`src/rtl/axi_util_pkg.sv`:
```
// -----------------------------------------------------------------------------
// axi_util_pkg
// Shared types for the AXI write-data feeder and its output skid stage.
//   wfeed_state_t : feeder FSM encoding (IDLE / RUN / DONE)
//   bcnt_width()  : width of the in-burst beat counter for a given MAX_BURST
//   wbeat_t       : default-width beat payload {data, last, strb}
// The feeder builds its own beat type sized to its WIDTH parameter. wbeat_t
// is the default payload type of the skid stage.
// -----------------------------------------------------------------------------
package axi_util_pkg;

  typedef enum logic [1:0] {
    IDLE = 2'd0,
    RUN  = 2'd1,
    DONE = 2'd2
  } wfeed_state_t;

  localparam int WFEED_DATA_W    = 32;
  localparam int WFEED_MAX_BURST = 16;

  // One spare bit so MAX_BURST-1 always fits, including MAX_BURST==1.
  function automatic int bcnt_width(input int max_burst);
    return $clog2(max_burst) + 1;
  endfunction

  localparam int WFEED_BCNT_W = bcnt_width(WFEED_MAX_BURST);

  typedef struct packed {
    logic [WFEED_DATA_W-1:0]   data;
    logic                      last;
    logic [WFEED_DATA_W/8-1:0] strb;
  } wbeat_t;

endpackage

```
`src/rtl/axi_util_skid2.sv`:
```
// -----------------------------------------------------------------------------
// axi_util_skid2
// Two-entry output stage: an output register that drives the consumer, plus
// one skid entry that absorbs a beat pushed while the output is stalled.
// Handshake: a beat transfers on o_valid && i_ready. Once o_valid is high it
// stays high with o_beat stable until i_ready. The producer may push only
// when o_can_accept is high, so i_ready never reaches the push side.
// Ports:
//   clk, arst       clock, asynchronous active-high reset
//   i_push_valid    push a beat (only while o_can_accept)
//   i_push_beat     beat payload
//   o_can_accept    skid entry is free
//   o_drained       nothing will be held after this cycle's edge
//   o_valid/o_beat  output register
//   i_ready         consumer accepts the output beat
// -----------------------------------------------------------------------------
module axi_util_skid2
  import axi_util_pkg::*;
#(
  parameter type beat_t = wbeat_t
) (
  input  logic  clk,
  input  logic  arst,
  input  logic  i_push_valid,
  input  beat_t i_push_beat,
  output logic  o_can_accept,
  output logic  o_drained,
  output logic  o_valid,
  input  logic  i_ready,
  output beat_t o_beat
);

  logic  r_out_valid;
  logic  r_skid_valid;
  beat_t r_out;
  beat_t r_skid;
  logic  w_accept;

  assign w_accept     = r_out_valid & i_ready;
  assign o_can_accept = ~r_skid_valid;
  assign o_drained    = ~r_skid_valid & (~r_out_valid | w_accept);
  assign o_valid      = r_out_valid;
  assign o_beat       = r_out;

  always_ff @(posedge clk or posedge arst) begin
    if (arst) begin
      r_out_valid  <= 1'b0;
      r_skid_valid <= 1'b0;
      r_out        <= '0;
      r_skid       <= '0;
    end else begin
      if (r_skid_valid) begin
        // A push cannot coincide with a full skid entry.
        if (w_accept) begin
          r_out        <= r_skid;
          r_skid_valid <= 1'b0;
        end
      end else if (i_push_valid) begin
        if (!r_out_valid || w_accept) begin
          r_out       <= i_push_beat;
          r_out_valid <= 1'b1;
        end else begin
          r_skid       <= i_push_beat;
          r_skid_valid <= 1'b1;
        end
      end else if (w_accept) begin
        r_out_valid <= 1'b0;
      end
    end
  end

endmodule

```
`src/rtl/axi_util_wdata_feeder.sv`:
```
// -----------------------------------------------------------------------------
// axi_util_wdata_feeder
// Drains a fall-through FIFO and presents the beats on an AXI W channel. A
// command of N beats is split into bursts of at most MAX_BURST beats, with
// w_last on each burst's final beat. A 2-entry skid stage keeps w_ready off
// the combinational path to fifo_read.
// W handshake: a beat transfers on w_valid && w_ready. w_valid, once high,
// holds with w_data/w_last(/w_strb) stable until w_ready.
// Optional feature macro: AXI_UTIL_WDATA_STRB_EN adds cmd_last_strb/w_strb.
// Ports:
//   clk, arst                     clock, asynchronous active-high reset
//   cmd_valid/cmd_ready/cmd_beats transfer command (ready only in IDLE)
//   cmd_last_strb                 final-beat strobe (macro only)
//   fifo_empty/fifo_read/fifo_dout FIFO read side
//   w_valid/w_ready/w_data/w_last AXI W channel
//   w_strb                        W strobe (macro only)
//   done                          one-cycle pulse at transfer completion
//   dbg_state                     current FSM state
// -----------------------------------------------------------------------------
module axi_util_wdata_feeder
  import axi_util_pkg::*;
#(
  parameter int WIDTH     = 32,
  parameter int MAX_BURST = 16,
  parameter int CNT_W     = 16
) (
  input  logic               clk,
  input  logic               arst,
  input  logic               cmd_valid,
  output logic               cmd_ready,
  input  logic [CNT_W-1:0]   cmd_beats,
`ifdef AXI_UTIL_WDATA_STRB_EN
  input  logic [WIDTH/8-1:0] cmd_last_strb,
`endif
  input  logic               fifo_empty,
  output logic               fifo_read,
  input  logic [WIDTH-1:0]   fifo_dout,
  output logic               w_valid,
  input  logic               w_ready,
  output logic [WIDTH-1:0]   w_data,
  output logic               w_last,
`ifdef AXI_UTIL_WDATA_STRB_EN
  output logic [WIDTH/8-1:0] w_strb,
`endif
  output logic               done,
  output wfeed_state_t       dbg_state
);

  localparam int BCNT_W = bcnt_width(MAX_BURST);

  typedef struct packed {
    logic [WIDTH-1:0]   data;
    logic               last;
`ifdef AXI_UTIL_WDATA_STRB_EN
    logic [WIDTH/8-1:0] strb;
`endif
  } beat_t;

  wfeed_state_t      r_state;
  wfeed_state_t      w_state_nxt;
  logic [CNT_W-1:0]  r_rem;
  logic [BCNT_W-1:0] r_bcnt;
`ifdef AXI_UTIL_WDATA_STRB_EN
  logic [WIDTH/8-1:0] r_last_strb;
`endif

  logic  w_run;
  logic  w_pop;
  logic  w_tag_last;
  logic  w_can_accept;
  logic  w_drained;
  logic  w_cmd_take;
  beat_t w_pop_beat;
  beat_t w_out_beat;

  // ---------------------------------------------------------------- FSM
  always_ff @(posedge clk or posedge arst) begin
    if (arst) r_state <= IDLE;
    else      r_state <= w_state_nxt;
  end

  always_comb begin
    w_state_nxt = r_state;
    case (r_state)
      IDLE: if (cmd_valid) w_state_nxt = (cmd_beats == '0) ? DONE : RUN;
      // Leave RUN only when every popped beat has been handed over.
      RUN:  if ((r_rem == '0) && w_drained) w_state_nxt = DONE;
      DONE: w_state_nxt = IDLE;
      default: w_state_nxt = IDLE;
    endcase
  end

  always_comb begin
    cmd_ready = 1'b0;
    done      = 1'b0;
    w_run     = 1'b0;
    case (r_state)
      IDLE:    cmd_ready = 1'b1;
      RUN:     w_run     = 1'b1;
      DONE:    done      = 1'b1;
      default: cmd_ready = 1'b0;
    endcase
  end

  assign dbg_state  = r_state;
  assign w_cmd_take = (r_state == IDLE) && cmd_valid;

  // Pop only from registered state: a free skid entry guarantees room.
  assign w_pop      = w_run && !fifo_empty && (r_rem != '0) && w_can_accept;
  assign fifo_read  = w_pop;
  assign w_tag_last = (r_bcnt == BCNT_W'(MAX_BURST - 1)) || (r_rem == CNT_W'(1));

  // ---------------------------------------------------------- counters
  always_ff @(posedge clk or posedge arst) begin
    if (arst) begin
      r_rem  <= '0;
      r_bcnt <= '0;
    end else if (w_cmd_take) begin
      r_rem  <= cmd_beats;
      r_bcnt <= '0;
    end else if (w_pop) begin
      r_rem  <= r_rem - CNT_W'(1);
      r_bcnt <= w_tag_last ? '0 : r_bcnt + BCNT_W'(1);
    end
  end

`ifdef AXI_UTIL_WDATA_STRB_EN
  always_ff @(posedge clk or posedge arst) begin
    if (arst)            r_last_strb <= '0;
    else if (w_cmd_take) r_last_strb <= cmd_last_strb;
  end
`endif

  always_comb begin
    w_pop_beat      = '0;
    w_pop_beat.data = fifo_dout;
    w_pop_beat.last = w_tag_last;
`ifdef AXI_UTIL_WDATA_STRB_EN
    // Only the transfer's final beat (rem==1) carries the partial strobe.
    w_pop_beat.strb = (r_rem == CNT_W'(1)) ? r_last_strb : '1;
`endif
  end

  // ---------------------------------------------------------- output stage
  axi_util_skid2 #(
    .beat_t(beat_t)
  ) u_skid (
    .clk         (clk),
    .arst        (arst),
    .i_push_valid(w_pop),
    .i_push_beat (w_pop_beat),
    .o_can_accept(w_can_accept),
    .o_drained   (w_drained),
    .o_valid     (w_valid),
    .i_ready     (w_ready),
    .o_beat      (w_out_beat)
  );

  assign w_data = w_out_beat.data;
  assign w_last = w_out_beat.last;
`ifdef AXI_UTIL_WDATA_STRB_EN
  assign w_strb = w_out_beat.strb;
`endif

endmodule

```
`config.mk`:
```
export PLATFORM = sky130hd
export DESIGN_NAME = axi_util_wdata_feeder
export DESIGN_NICKNAME = d
export VERILOG_FILES = /design/src/rtl/axi_util_pkg.sv /design/src/rtl/axi_util_skid2.sv /design/src/rtl/axi_util_wdata_feeder.sv
export SDC_FILE = /design/constraint.sdc
export NUM_CORES = 1
export LEC_CHECK = 0
export CORE_MARGIN = 8
export CORE_UTILIZATION = 55
export DETAILED_ROUTE_END_ITERATION = 10
export PLACE_DENSITY = 0.91
export SYNTH_ARGS = -nofsm -noshare
export SYNTH_HDL_FRONTEND = slang
export SYNTH_SLANG_ARGS = --single-unit
```
`constraint.sdc`:
```
create_clock -name clk -period 8.09 [get_ports clk]
set_input_delay 1.618 -clock clk [delete_from_list [all_inputs] [get_ports clk]]
set_output_delay 1.618 -clock clk [all_outputs]
set_load 0.05 [all_outputs]
```
======== After elaboration in Yosys (flattened, before gate mapping) ========
Cells that the tools add are included.
word-level totals
  register bits after elaboration ......... 91
  output and inout bits ................... 39
  logic and storage cells ................. 69
operators by class
  add/sub/neg operators ................... 2
  equality and inequality tests ........... 8
  mux-type cells .......................... 23
  bitwise gates (word level) .............. 6
  reductions and logical operators ........ 21
operators with widths
  operator               number
  $mux 33                4
  $logic_not 16->1       2
  $mux 16                2
  $eq 16x1->1 const B    1
  $reduce_bool 16->1     1
  $sub 16x1->16 const B  1
  $mux 5                 3
  $mux 1                 10
  $reduce_and 3->1       3
  $reduce_bool 2->1      4
  $mux 2                 3
  $ne 2x2->1 const B     3
  $add 5x1->5 const B    1
  $eq 5x4->1 const B     1
  $logic_and 1x1->1      5
  $pmux 2 s2             1
  $not 1->1              3
  $and 1x1->1            2
  $eq 2x1->1 const B     1
  $eq 2x2->1 const B     1
  $logic_not 1->1        2
  $logic_not 2->1        1
  $logic_or 1x1->1       2
  $ne 2x1->1 const B     1
  other kinds (2)        2

======== Depth between registers and ports, before layout ========
Gate-level depths: netlist (run 1).
  word-level depth ........................ 7
  mapped depth ............................ 9
  depth with buffers taken out ............ 7

======== Hierarchy ========
A second synthesis (run 1) with hierarchy kept.
unflattened totals
  cells, all modules ...................... 361
  area, all modules ....................... 4503.1 um2
modules (own cells, without submodules)
  module                 times used  cells an instance  area an instance (um2)  sequential area each (um2)
  axi_util_skid2         1           191                3000.4                  1701.6
  axi_util_wdata_feeder  1           170                1502.7                  575.6

======== Worst setup path after synthesis (run 1) ========
No wires, ideal clock.
  path kind ............................... input-to-output
  start point ............................. in fifo_empty
  end point ............................... out fifo_read
  arrival ................................. 2.549 ns
  setup slack ............................. 3.923 ns
  stages on the path ...................... 4
  path through ............................ nor4b_2 o41ai_4 inv_2 buf_6
on the way
  word-level cells in the longest chain between the ends .. 4
RTL lines
  element                          RTL line                      RTL
  start: declaration               axi_util_wdata_feeder.sv:35   input logic fifo_empty,
  $logic_not 1->1                  axi_util_wdata_feeder.sv:109  assign w_pop = w_run && !fifo_empty && (r_rem != '0) && w_can_accept;
  $logic_and 1x1->1 (3 in series)  axi_util_wdata_feeder.sv:109
  end: declaration                 axi_util_wdata_feeder.sv:36   output logic fifo_read,
No other way between the ends.

======== Worst setup path in the final report (run 1) ========
Same ends and word-level chain as after synthesis.

==> results of run 1 <==
==> registers in the layout (all words and copies together), names as in the netlist <==
| register | count |
|---|---|
| u_skid.o_valid | 1 |
| u_skid.r_skid | 33 |
| dbg_state | 2 |
| r_bcnt | 5 |
| u_skid.r_skid_valid | 1 |
| u_skid.o_beat | 33 |
| r_rem | 16 |
==> power breakdown <==
group	switching, mW	total (mW)	internal, mW	leakage (nW)
clock	0.163	0.368	0.205	0.117
sequential	0.154	0.823	0.669	1.09
combinational	0.613	1.10	0.482	1.06
total	0.930	2.29	1.36	2.27
==> logic make-up (layout without fill, tap and decap cells) <==
group                      after synthesis  after routing  synth area share (%)
adders and majority gates                4              4                  1.14
xor gates and xnor gates                 1              1                 0.200
muxes                                  101            101                  25.9
AOI/OAI and AO/OA                       41             41                  7.26
DFF                                     91             91                  52.0
and+or+nand+nor                         86             86                  10.8
buffers and inverters                   26            118                  2.66
==> cells in the mapped netlist, drive strengths merged (5+ instances only) <==
library cell,instances
inv,8
buf,11
dfrtp,91
nand2,16
a21oi,6
clkbuf,7
mux2,98
nor4,11
a221o,5
or4,7
o21ai,6
nand3,11
a31oi,5
nor2,17
==> area by class of cell <==
| class | count | area, um^2 | share of cell area, % |
|---|---|---|---|
| flip-flops and latches | 91 | 2280 | 40.6 |
| inverters | 8 | 31.3 | 0.558 |
| well taps | 102 | 128 | 2.27 |
| clock inverters | 6 | 114 | 2.03 |
| clock buffers | 9 | 124 | 2.21 |
| repair buffers | 95 | 941 | 16.8 |
| multi-input cells | 233 | 2000 | 35.6 |
==> per-layer routing <==
metal,global-route usage (%),vias to the layer above
li1,-,1481
met1,23.5,1626
met2,31.2,105
met3,5.66,19
met4,8.97,0
met5,0,-
==> worst max path at each step <==
stage	depth (start not counted)	slack, ps	endpoint
global placement	6	2470	fifo_read
floorplan	4	3920	fifo_read
finish	6	2390	fifo_read
global route	6	2300	fifo_read
detailed placement	6	2400	fifo_read
CTS	6	2390	fifo_read
==> cells in the final DEF (no fill, tap or decap), drive strengths merged, types with 5 or more instances in the layout <==
cell and n:
or4 7, inv 8, nor2 17, a31oi 5, a221o 5, o21ai 6, nand2 16, clkbuf 9
dfrtp 91, a21oi 6, mux2 98, clkdlybuf4s50 91, nor4 11, nand3 11
==> through the flow <==
step | std cells | setup WS, ps | instance area [um^2] | util (%) | hold WS [ps]
2_1_floorplan | 350 | 3920 | 4380 | - | 469
3_3_place_gp | 529 | 2470 | 5370 | 69.5 | 481
3_5_place_dp | 529 | 2400 | 5370 | 69.5 | 489
4_1_cts | 544 | 2390 | 5610 | 72.6 | 511
5_1_grt | 544 | 2300 | 5610 | 72.6 | 525
6_report | 544 | 2390 | 5610 | 72.6 | 505
==> flow_summary.ini, run 1 <==
[route]
routed-wl-met2_um = 5030
top_layer = met4
drc = 0
vias = 3231
drtPass1Iterations = 4
routedWlPerCell_um = 19.3
first_iter_violations = 165
routed_wirelength_um = 10500
viasPerCell = 5.94
dr_wl_met3_um = 710
met1_length_um = 4460
final_antenna_net_count = 0

[synthesis]
async_flop_share_pct = 100
synth_top_area_cell = dfrtp_1
syn_area_um2 = 4380
synth_top_area_share_pct = 52.0
syn_area_per_cell_um2 = 12.5
ys_seq_elements = 91
synth_flop_cell = dfrtp_1
syn_inst = 350
ys_seq_area_share_pct = 52.0
synth.area.top_cells = dfrtp_1 (52%), mux2_2 (25%), nor4_1 (1.6%)
synth_edf_count = 0
synth.distinct_cells = 47
yosysWarnings = 0
synth_fp_nets = 407

[worst_setup_path]
critPathTopFamily = buffers and inverters
crit_path_max_fanout = 21
cp.arrival_ps = 4090
cp-startpoint = fifo_empty
worstSetupPathType = input pin to output pin
cp_slowest_cell = clkdlybuf4s50_1
cp_num_buf_inv = 4
required_ps = 6470
end_kind = output pin
crit_path_start_kind = input pin
slowest_delay_ps = 840
rr_endpoint = u_skid.r_skid[29]$_DFFE_PP0P_
r2r-start = r_rem[0]$_DFFE_PP0P_
cp_common_cell = clkdlybuf4s50_1
reg2reg_setup_slack_ps = 4940
crit_path_cell_trace = clkdlybuf4s50_1 -> nor4b_2 -> o41ai_4 -> buf_4 -> inv_2 -> clkdlybuf4s50_1
reg2reg_depth = 9

[clocking]
ctsHtreeMaxLevel = 3
cts_setup_buffers = 0
cts_tree = yes
numCtsBuffers = 9
clock_path_buffers = 2
hold_buffers = 0
cts.sinks = 91
clk_latency_ps = 360
path_clk_slew_ps = 90
cts_resized = 0
root_buffer = clkbuf_8

[timing]
setup_viol = 0
fin_skew_ps = 12.7
tns_ps = 0
finalMaxSlewViolations = 0
period_share_pct = 70.5
rsz0062_at_grt = false
hold_viol = 0
fmax_ghz = 0.175
slew-limit-headroom_pct = 24.0
worst-slew-pin-transition_ps = 1140
min_period_ps = 5700

[floorplanning]
fp-row-count = 32
start_util_pct = 56.7
die_w_um = 105
io_pins = 92
die_h_um = 105
die_area_um2 = 11100
placeableCoreArea_um2 = 7730

[placement]
detailed_place_hpwl_um = 7290
port_buffers = 91
place.gp.congestion = 0.885

[power_and_ir_drop]
ir_drop_mv = 0.259
power.density_nw_per_um2 = 407
power.total_mw = 2.29
p_leak_nw = 2.27

[global_route]
grt_pass1_vias = 3508
overflow = 0
track_usage_pct = 19.4
antenna_found_initial = 0
grt_max_degree = 50
grt_pass1_wl_um = 17500

[final_layout]
area_growth_pct = 28.2
diodes = 0
fillCellCount = 508
drive_gt1_share_pct = 28.1
fin_nets = 495

[hold_path]
holdPathEnd = u_skid.r_skid[9]$_DFFE_PP0P_
worstHoldStart = u_skid.r_skid[9]$_DFFE_PP0P_
hold_depth = 1
hold_class = flop to flop

[run_status]
run_status = completed

[run]
drv_cap = 0
Power figures use the tool's default switching activity.
==> run 2, diff against run 1 <==
--- a/config.mk
+++ b/config.mk
@@ -6,9 +6,9 @@
 export NUM_CORES = 1
 export LEC_CHECK = 0
 export CORE_MARGIN = 8
-export CORE_UTILIZATION = 55
+export CORE_UTILIZATION = 51
 export DETAILED_ROUTE_END_ITERATION = 10
-export PLACE_DENSITY = 0.91
+export PLACE_DENSITY = 0.86
 export SYNTH_ARGS = -nofsm -noshare
 export SYNTH_HDL_FRONTEND = slang
 export SYNTH_SLANG_ARGS = --single-unit
==> constraint.sdc (replaced) <==
create_clock -name clk -period 5.8 [get_ports clk]
set_input_delay 1.16 -clock clk [delete_from_list [all_inputs] [get_ports clk]]
set_output_delay 1.16 -clock clk [all_outputs]
set_load 0.05 [all_outputs]
==> run 2 against run 1 <==
- die area is 6.6% higher
- clock power is 6.5% higher
- flip-flop and latch count stayed put
- utilization is 7.3 points lower
- worst setup slack worse by 1400 ps
- via count is 0.15% lower
- critical endpoint unchanged
- largest cell class unchanged
- sequential share of layout area is 0.40 points higher
- clock skew is 3.1 ps lower
- sequential power is 39% higher
- clock-buffer cell count is 1 higher
- non-clock buffer count stayed put
- worst hold slack better by 5.3 ps
==> flow_summary.ini, run 2 (same netlist as run 1, synthesis figures left out) <==
[route]
routed_wirelength_um = 10400
final_antenna_net_count = 0
viasPerCell = 5.85
drc = 0
drtPass1Iterations = 4
vias = 3226
first_iter_violations = 142
routedWlPerCell_um = 18.8

[clocking]
clk_latency_ps = 360
ctsHtreeMaxLevel = 3
cts.sinks = 91
path_clk_slew_ps = 90
root_buffer = clkbuf_8
cts_tree = yes
cts_resized = 0
clock_path_buffers = 2
numCtsBuffers = 9
hold_buffers = 0
cts_setup_buffers = 0

[timing]
fmax_ghz = 0.208
setup_viol = 0
period_share_pct = 82.9
tns_ps = 0
hold_viol = 0
slew-limit-headroom_pct = 24.9
hold_slack_ps = 510
fin_skew_ps = 9.62
finalMaxSlewViolations = 0
rsz0062_at_grt = false
worst-slew-pin-transition_ps = 1120
min_period_ps = 4810

[floorplanning]
io_pins = 92
die_area_um2 = 11800
start_util_pct = 51.5
fp-row-count = 34
die_w_um = 109
die_h_um = 109
placeableCoreArea_um2 = 8510

[worst_setup_path]
cp.arrival_ps = 3650
crit_path_max_fanout = 21
required_ps = 4640
reg2reg_setup_slack_ps = 2680
crit_path_start_kind = input pin
end_kind = output pin
worstSetupPathType = input pin to output pin

[final_layout]
final_cell_mix = mux2_2 (97), dfrtp_1 (91), clkdlybuf4s50_1 (91), nor2_1 (17), nand2_1 (16)
fillCellCount = 656
multiInputGateArea_um2 = 2000
regArea_um2 = 2280
diodes = 0
fin_nets = 495
layout_commonest_cell = mux2_2
area_growth_pct = 26.9
drive_gt1_share_pct = 28.0

[hold_path]
hold_class = flop to flop

[global_route]
grt_max_degree = 58
grt_pass1_vias = 3353
grt_pass1_wl_um = 16800
antenna_found_initial = 0
overflow = 0
track_usage_pct = 17.9

[run_status]
run_status = completed

[power_and_ir_drop]
p_leak_nw = 2.22
power.density_nw_per_um2 = 551
ir_drop_mv = 0.418

[placement]
place.gp.congestion = 0.911
port_buffers = 91
detailed_place_hpwl_um = 7280

[run]
drv_cap = 0
## run 2: changes by cell type in the layout (fill, tap and decap cells not counted)
cell / change
clkinv_2: -1
clkbuf_1: +1
clkinvlp_4: +3
inv_6: +2
bufinv_16: -3
inv_8: -1
## run 2: power by group
part / internal [mW] / switching, mW / total, mW
combinational: 0.673 / 0.851 / 1.52
sequential: 0.933 / 0.210 / 1.14
clock: 0.159 / 0.233 / 0.392
## run 2: final cells by class
cell class | instances | area share, %
Sequential cell | 91 | 41.0
Multi-Input combinational cell | 233 | 35.9
Timing Repair Buffer | 95 | 16.9
Tap cell | 108 | 2.43
Clock buffer | 10 | 2.30
Clock inverter | 6 | 0.856
Inverter | 8 | 0.563
## run 2: final timing paths
check / end / startpoint / cells past startpoint
worst max-delay path: fifo_read / fifo_empty / 6
worst min-delay path: u_skid.r_skid[25]$_DFFE_PP0P_ / u_skid.r_skid[25]$_DFFE_PP0P_ / 1
worst max register to register: u_skid.r_skid[3]$_DFFE_PP0P_ / r_rem[0]$_DFFE_PP0P_ / 9
worst min register to register: u_skid.r_skid[25]$_DFFE_PP0P_ / u_skid.r_skid[25]$_DFFE_PP0P_ / 1
max in group asynchronous: u_skid.r_skid[28]$_DFFE_PP0P_ / arst / 3
min in group asynchronous: u_skid.o_beat[3]$_DFFE_PP0P_ / arst / 2
## run 2: worst max-delay path: stages
cell	delay (ps)
clkdlybuf4s50_1	430
nor4b_2	590
o41ai_4	170
buf_4	250
inv_2	200
clkdlybuf4s50_1	840
## run 2: layer usage
layer	GRT usage (%)	share of wire (%)
met1	21.2	42
met2	30.5	49
met3	5.97	8.0
met4	5.08	1.2
met5	0	0
## run 2: metrics by stage
stage	cells	setup slack, ps	area [um^2]	utilization [%]	total power, mW
3_5_place_dp	535	1020	5380	63.2	2.68
4_1_cts	551	1020	5560	65.3	3.08
6_report	551	991	5560	65.3	3.06
2_1_floorplan	350	2280	4380	-	2.20
5_1_grt	551	881	5560	65.3	3.22
3_3_place_gp	535	1100	5380	63.2	2.62
==> run 3, diff against run 2 <==
--- a/config.mk
+++ b/config.mk
@@ -6,9 +6,9 @@
 export NUM_CORES = 1
 export LEC_CHECK = 0
 export CORE_MARGIN = 8
-export CORE_UTILIZATION = 51
+export CORE_UTILIZATION = 46
 export DETAILED_ROUTE_END_ITERATION = 10
-export PLACE_DENSITY = 0.86
+export PLACE_DENSITY = 0.82
 export SYNTH_ARGS = -nofsm -noshare
 export SYNTH_HDL_FRONTEND = slang
 export SYNTH_SLANG_ARGS = --single-unit
==> constraint.sdc (replaced) <==
create_clock -name clk -period 4.2 [get_ports clk]
set_input_delay 0.84 -clock clk [delete_from_list [all_inputs] [get_ports clk]]
set_output_delay 0.84 -clock clk [all_outputs]
set_load 0.05 [all_outputs]
==> run 3 against run 2 <==
- first-iteration DRC count decreased by 9.2%
- clock power increased by 51%
- via count decreased by 0.59%
- global-route usage decreased by 1.9 points
- worst setup slack got worse by 370 ps
- cell area increased by 1.1%
- clock skew increased by 1.4 ps
- non-clock buffer count increased by 2
- wire length decreased by 1.8%
- critical endpoint unchanged
==> flow_summary.ini, run 3 (same netlist as run 1, synthesis figures left out) <==
[worst_setup_path]
end_kind = output pin
crit_path_max_fanout = 11
cp.arrival_ps = 2740
worstSetupPathType = flop to output pin
crit_path_start_kind = flop
required_ps = 3360

[timing]
tns_ps = 0
min_period_ps = 3580
period_share_pct = 85.2
rsz0062_at_grt = false
slew-limit-headroom_pct = 39.2
fin_skew_ps = 11.0
setup_viol = 0
hold_viol = 0
worst-slew-pin-transition_ps = 904
finalMaxSlewViolations = 0
fmax_ghz = 0.280

[route]
final_antenna_net_count = 0
first_iter_violations = 129
drc = 0
viasPerCell = 5.59
routedWlPerCell_um = 17.7
vias = 3207
drtPass1Iterations = 4
routed_wirelength_um = 10200

[floorplanning]
start_util_pct = 47.4
die_h_um = 114
fp-row-count = 35
die_w_um = 114
placeableCoreArea_um2 = 9240
io_pins = 92
die_area_um2 = 12900

[clocking]
ctsHtreeMaxLevel = 3
root_buffer = clkbuf_8
path_clk_slew_ps = 90
cts_setup_buffers = 0
cts_tree = yes
clk_latency_ps = 350
clock_path_buffers = 2
numCtsBuffers = 9
cts_resized = 0
cts.sinks = 91
hold_buffers = 0

[placement]
detailed_place_hpwl_um = 7190
dp.cells = 558
post_dp_cell_area_um2 = 5420
place.gp.congestion = 0.861
port_buffers = 91

[run_status]
run_status = completed

[power_and_ir_drop]
p_seq_share_pct = 36.9
p_switching_mw = 1.77
power.total_mw = 4.27
p_leak_nw = 2.25
p_comb_share_pct = 49.2
p_sw_share_pct = 41.5
ir_drop_mv = 0.533
internal-power_mw = 2.50
p_clk_share_pct = 13.9
power.density_nw_per_um2 = 760

[final_layout]
design_area_um2 = 5620
fillCellCount = 751
drive_gt1_share_pct = 28.5
fin_cells = 574
fin_nets = 497
layout_commonest_cell = mux2_2
final_cell_mix = mux2_2 (97), dfrtp_1 (91), clkdlybuf4s50_1 (90), nor2_1 (17), nand2_1 (16)
area_growth_pct = 28.3
final_util_pct = 60.8
diodes = 0

[global_route]
overflow = 0
grt_max_degree = 47
track_usage_pct = 16.1
antenna_found_initial = 1
grt_pass1_vias = 3422
grt_pass1_wl_um = 16800

[run]
drv_cap = 0

[hold_path]
hold_class = flop to flop
==> run 3: metal layers <==
layer | global-route usage [%] | routed length, um
met5 | 0 | 13
met4 | 5.24 | 92
met3 | 6.44 | 913
met2 | 25.2 | 4740
met1 | 19.8 | 4420
==> run 3: path summary, 6_finish.rpt <==
| check | endpoint | cells past startpoint | slack, ps | from |
|---|---|---|---|---|
| min in group asynchronous | u_skid.o_beat[24]$_DFFE_PP0P_ | 2 | 940 | arst |
| hold reg to reg | u_skid.r_skid[4]$_DFFE_PP0P_ | 1 | 510 | u_skid.r_skid[4]$_DFFE_PP0P_ |
| setup reg to reg | u_skid.r_skid[1]$_DFFE_PP0P_ | 8 | 1000 | r_rem[0]$_DFFE_PP0P_ |
| setup / recovery | fifo_read | 6 | 620 | r_rem[0]$_DFFE_PP0P_ |
| hold / removal | u_skid.r_skid[4]$_DFFE_PP0P_ | 1 | 510 | u_skid.r_skid[4]$_DFFE_PP0P_ |
| max in group asynchronous | u_skid.r_skid[29]$_DFFE_PP0P_ | 3 | 2460 | arst |
==> run 3: power groups by stage <==
stage	clock (mW)	sequential, mW	combinational (mW)
floorplan	0	2.09	0.948
global placement	0	1.56	2.06
detailed placement	0	1.59	2.12
CTS	0.614	1.57	2.12
global route	0.647	1.63	2.24
finish	0.592	1.58	2.10
==> run 3: area by class of cell <==
cell class | instances | area [um^2] | share of cell area, %
flip-flops and latches | 91 | 2280 | 40.5
multi-input cells | 233 | 2000 | 35.5
repair buffers | 97 | 953 | 17.0
well taps | 129 | 161 | 2.87
clock buffers | 10 | 128 | 2.27
clock inverters | 6 | 71.3 | 1.27
inverters | 8 | 31.3 | 0.557
==> run 3: worst max-delay path, cell delays in order, from the launching register on <==
cell and delay, ps:
dfrtp_1 450, inv_1 80, ha_1 210, or3b_1 510, o41ai_4 650, inv_2 230
buf_4 250
==> run 3: through the flow <==
step | worst slack (ps) | hold WS (ps)
floorplan | 996 | 469
global placement | 803 | 481
detailed placement | 763 | 488
CTS | 607 | 508
global route | 435 | 519
finish | 623 | 508
